File: config.mk
export PLATFORM = sky130hd
export DESIGN_NAME = seq_det_param
export DESIGN_NICKNAME = d
export VERILOG_FILES = /design/src/rtl/seq_det_param.sv
export SDC_FILE = /design/constraint.sdc
export NUM_CORES = 1
export LEC_CHECK = 0
export ABC_AREA = 1
export ABC_CLOCK_PERIOD_IN_PS = 4800
export BUFFER_PORTS_ARGS = -buffer_cell sky130_fd_sc_hd__buf_2
export CORE_AREA = 2 2 65 67
export DETAILED_ROUTE_END_ITERATION = 6
export DIE_AREA = 0 0 67 69
export PLACE_DENSITY = 0.7
export SYNTH_ARGS = -nofsm -noshare
export SYNTH_HDL_FRONTEND = slang
export SYNTH_SLANG_ARGS = --single-unit
File: constraint.sdc
create_clock -name clock -period 4.8 [get_ports clock]
set_input_delay 0.24 -clock clock [delete_from_list [all_inputs] [get_ports clock]]
set_output_delay 0.24 -clock clock [all_outputs]
set_load 0.01 [all_outputs]
File: src/rtl/seq_det_param.sv
`default_nettype none
// +----------------------------------------------------------------------------+
// | Module   : seq_det_param                                                   |
// | Purpose  : Runtime-loadable serial pattern detector with saturating count. |
// |            Optional sticky flag enabled by defining SEQ_DET_STICKY_EN.     |
// | Revision : 1.0 - initial release                                           |
// +----------------------------------------------------------------------------+
module seq_det_param #(
  parameter int                 MAX_LEN     = 8,
  parameter int                 LEN_W       = 4,
  parameter int                 CNT_W       = 8,
  parameter logic [MAX_LEN-1:0] PAT_DEFAULT = 8'b0000_1101,
  parameter logic [LEN_W-1:0]   LEN_DEFAULT = LEN_W'(4)
) (
  input  logic               clock,
  input  logic               reset,
  input  logic               pat_load,
  input  logic [MAX_LEN-1:0] pat_in,
  input  logic [LEN_W-1:0]   pat_len,
  input  logic               overlap,
  input  logic               in_valid,
  input  logic               w,
`ifdef SEQ_DET_STICKY_EN
  input  logic               sticky_clr,
  output logic               sticky,
`endif
  output logic               match,
  output logic [CNT_W-1:0]   match_count,
  output logic [LEN_W-1:0]   fill
);

  // Only the newest MAX_LEN-1 history bits can ever join a window.
  logic [MAX_LEN-2:0] r_hist;
  logic [MAX_LEN-1:0] r_pat;
  logic [LEN_W-1:0]   r_len;
  logic [LEN_W-1:0]   r_fill;
  logic               r_match;
  logic [CNT_W-1:0]   r_cnt;

  logic               w_accept;
  logic [LEN_W-1:0]   w_len_clamp;
  logic [MAX_LEN-1:0] w_window;
  logic [MAX_LEN-1:0] w_mask;
  logic               w_eq;
  logic [LEN_W:0]     w_fill_inc;
  logic               w_full;
  logic               w_hit;
  logic [LEN_W-1:0]   w_fill_nxt;

  assign w_accept = in_valid & ~pat_load;
  assign w_window = {r_hist, w};

  always_comb begin
    if (pat_len == '0)
      w_len_clamp = LEN_W'(1);
    else if (pat_len > LEN_W'(MAX_LEN))
      w_len_clamp = LEN_W'(MAX_LEN);
    else
      w_len_clamp = pat_len;
  end

  always_comb begin
    w_mask = '0;
    for (int i = 0; i < MAX_LEN; i++)
      w_mask[i] = (i < int'(r_len));
  end

  assign w_eq       = ((w_window ^ r_pat) & w_mask) == '0;
  assign w_fill_inc = {1'b0, r_fill} + 1'b1;
  assign w_full     = (w_fill_inc >= {1'b0, r_len});
  assign w_hit      = w_accept & w_eq & w_full;

  // A non-overlapping hit makes the retained history ineligible by zeroing fill.
  always_comb begin
    if (w_hit && !overlap)
      w_fill_nxt = '0;
    else if (w_full)
      w_fill_nxt = r_len;
    else
      w_fill_nxt = w_fill_inc[LEN_W-1:0];
  end

  always_ff @(posedge clock or posedge reset) begin
    if (reset) begin
      r_hist  <= '0;
      r_pat   <= PAT_DEFAULT;
      r_len   <= LEN_DEFAULT;
      r_fill  <= '0;
      r_match <= 1'b0;
      r_cnt   <= '0;
    end else if (pat_load) begin
      r_hist  <= '0;
      r_pat   <= pat_in;
      r_len   <= w_len_clamp;
      r_fill  <= '0;
      r_match <= 1'b0;
    end else if (in_valid) begin
      r_hist  <= w_window[MAX_LEN-2:0];
      r_fill  <= w_fill_nxt;
      r_match <= w_hit;
      if (w_hit && (r_cnt != '1))
        r_cnt <= r_cnt + 1'b1;
    end else begin
      r_match <= 1'b0;
    end
  end

`ifdef SEQ_DET_STICKY_EN
  logic r_sticky;

  always_ff @(posedge clock or posedge reset) begin
    if (reset)
      r_sticky <= 1'b0;
    else if (sticky_clr)
      r_sticky <= 1'b0;
    else if (w_hit)
      r_sticky <= 1'b1;
  end

  assign sticky = r_sticky;
`endif

  assign match       = r_match;
  assign match_count = r_cnt;
  assign fill        = r_fill;

endmodule
`default_nettype wire

==> key figures <==
Clock network
  • # resized after CTS: 0
  • # hold bufs at CTS: 0
  • Clock Latency Late Sink: 0.29 ns
  • Root Buffer: clkbuf_8
  • H-Tree Depth: 2
  • Clock Path Buffers: 2
  • CTS Sinks: 32
  • TritonCTS clock tree: built
  • Clk slew on worst S/H paths: 0.07 ns
  • Setup Fix Bufs, Post-CTS: 0
  • CTS buffer count: 5

Worst setup path
  • Crit Path Class: reg -> reg
  • Startpoint Class: register
  • Top cell by count, worst path: nand2_1
  • CP required: 4.98 ns
  • Critical path capture point type: register
  • Slowest stage delay, CP: around 0.43 ns
  • Critical Path Slowest Stage Cell: dfrtp_1
  • WP data arrival: ~2.5 ns
  • Largest delay share family, worst path: simple AND/OR/NAND/NOR gates
  • Worst path cell trace: ha_1 -> xor2_1 -> ha_1 -> nand2_1 -> nand2_1 -> nand3_1 -> nand4_4 -> or2_2 -> nand3_1 -> nand2_1
  • Crit-path max FO: 19
  • Buffers plus inverters on the worst setup path: 0

Cells and area
  • Layout net count: 304
  • Ratio of cells with drive above 1 in the final layout: 20.3%
  • P&R area growth vs syn: 16.7%
  • Finished Core Util: between 50% and 60%
  • Fill cell count: 388
  • Antenna diodes: 0

Die
  • Core Area: 3910 um2
  • Die width: 67 um
  • # IOs: 31
  • Initial Utilization: approximately 48%
  • Row cnt: 23
  • Die Y: slightly below 70 um
  • Die ar.: about 4600 um2

Placed design
  • Gp weighted congestion: between 0.8 and 0.9
  • Port Buffers: 30
  • Placed wire-length estimate: 2820 um

Yosys
  • Post-synth net total: 269
  • Post-synthesis mux area share: 0%
  • Top-area cell type share of the netlist area: 37.2%
  • Most used DFF post-synth: dfrtp_1
  • Post-synthesis cell count: approximately 250
  • Seq/Total Area, Yosys: 42.8%
  • Largest family of logic cells by synthesized area: simple AND/OR/NAND/NOR gates
  • Leading area contributor after synthesis: dfrtp_1
  • Synth top cells by count: nand2_1 (80), inv_1 (41), dfrtp_1 (28), nand4_1 (13), nand3_1 (11)
  • Seq cells post-synth: 32
  • Post-synth EDFFs: 0
  • Fraction of registers with async set/reset: 100%
  • Cell variety after synth: 29
  • Area contributors post-synth: dfrtp_1 (37%), nand2_1 (16%), inv_1 (8.2%)
  • Post-Synth Adder-Cell Area: between 3 and 4%
  • Synthesized area per cell: 7.69 um2
  • Yosys warning count: 0
  • Mapped Area: 1880 um2
  • Compound-Gate Fraction of Synth Area: 7.30%
  • Synth Area in XOR/XNOR: about 3.3%
  • Post-Synth Simple-Gate Area: 33.3%
  • Count leader, synth: nand2_1

Timing
  • Fmax: around 440 MHz
  • Final period util: 47.9%
  • RSZ-0062 raised after global routing: false
  • Fin Setup TNS: 0 ns
  • Final setup viols: 0
  • Worst Skew: 0.00743 ns
  • Final hold vios: 0
  • Final count of pins violating max slew: 0
  • Tmin final: 2.30 ns
  • Slew at the pin closest to its max-slew limit: 0.418 ns
  • Max_slew headroom: about 72%

GRT
  • GRT Overall Usage: 19.1%
  • First-pass GRT wire length: around 6900 um
  • Total grt overflow: 0
  • Antenna violations before repair: 0
  • Largest net degree at the start of global routing: 33
  • Vias in the first global route: 1535

Drt
  • DR pass1 iterations: 4
  • DRT iter0 DRCs: 102
  • Routed len/inst: between 10 and 15 um
  • DRC violations left: 0
  • DRT Wirelength: 3860 um
  • Via density: 4.87
  • Antenna viol nets, final: 0
  • Vias: 1612

Flow run
  • Max-cap viol count: 0

Pwr
  • Static Leak: 0.00120 uW
  • Worst VDD drop: 0.244 mV
  • Power per standard cell area: approximately 420 nW/um2

Status
  • Status: completed

Hold path
  • HP Class: in -> async
==> per-stage QoR <==
step | hold slack, ns | instances | setup WS, ns | area [um2] | total power [uW]
6_report | 0.0144 | 331 | 2.50 | 2200 | 928
5_1_grt | 0.0535 | 331 | 2.31 | 2200 | 1000
4_1_cts | 0.0377 | 331 | 2.50 | 2200 | 936
3_5_place_dp | 0.351 | 323 | 2.52 | 2090 | 671
3_3_place_gp | 0.352 | 323 | 2.58 | 2090 | 662
2_1_floorplan | 0.353 | 245 | 2.75 | 1880 | 593
==> state kept, by name, indices dropped and copies added, names as in the netlist <==
| signal | count |
|---|---|
| r_pat | 8 |
| match_count | 8 |
| fill | 4 |
| r_hist | 7 |
| match | 1 |
| r_len | 4 |
==> final timing paths <==
check                           startpoint             end  slack, ns  cells after the start
worst max-delay path               fill[0]         fill[2]       2.50                     10
worst min-delay path                 reset  match_count[1]       0.01                      3
worst max register to register     fill[0]         fill[2]       2.50                     10
worst min register to register    r_pat[3]        r_pat[3]       0.50                      2
max in group asynchronous            reset        r_len[2]       4.44                      3
min in group clock               pat_in[6]        r_pat[6]       0.16                      3
==> worst register-to-register path, stage by stage (launching register included) <==
cell	delay, ns
dfrtp_1	0.43
ha_1	0.25
xor2_1	0.18
ha_1	0.32
nand2_1	0.07
nand2_1	0.04
nand3_1	0.10
nand4_4	0.28
or2_2	0.38
nand3_1	0.09
nand2_1	0.05
==> layout make-up <==
cell class                 instances  area [um2]  share of cell area [%]
multi-input combinational        166         901                    41.0
timing repair buffer              31         158                    7.17
sequential                        32         806                    36.6
inverter                          44         165                    7.51
tap                               50        62.6                    2.84
clock inverter                     2        35.0                    1.59
clock buffer                       6        72.6                    3.30
==> layer usage <==
metal,GRT usage (%),part of all wire [%]
met1,26.4,47
met2,28.5,47
met3,4.40,4.4
met4,7.94,1.7
met5,0,0
==> cells by family after synthesis <==
logic type | Yosys count
compound gates | 25
xor+xnor | 7
fa+ha+maj | 6
buf+inv | 47
flops | 32
simple gates | 128
==> report_power, final <==
part           leakage, uW  switching, uW  total [uW]  internal, uW
Clock            0.0000552            105         259           154
Sequential        0.000415           39.2         342           303
Combinational     0.000726            202         327           125
Total              0.00120            346         928           582
==> cells in the final DEF, fill, tap and decap left out, types with 4 or more instances in the layout <==
cell type / netlist / final
nand2_1: 80 / 80
o21ai_0: 9 / 9
ha_1: 6 / 6
o22ai_1: 10 / 10
inv_1: 41 / 41
nor2_1: 7 / 7
dfrtp_1: 28 / 28
clkbuf_8: 0 / 5
a21oi_1: 6 / 6
dfstp_2: 4 / 4
nand3_1: 11 / 11
xor2_1: 5 / 5
buf_2: 1 / 30
nand4_1: 13 / 13
Power figures use the tool's default switching activity.
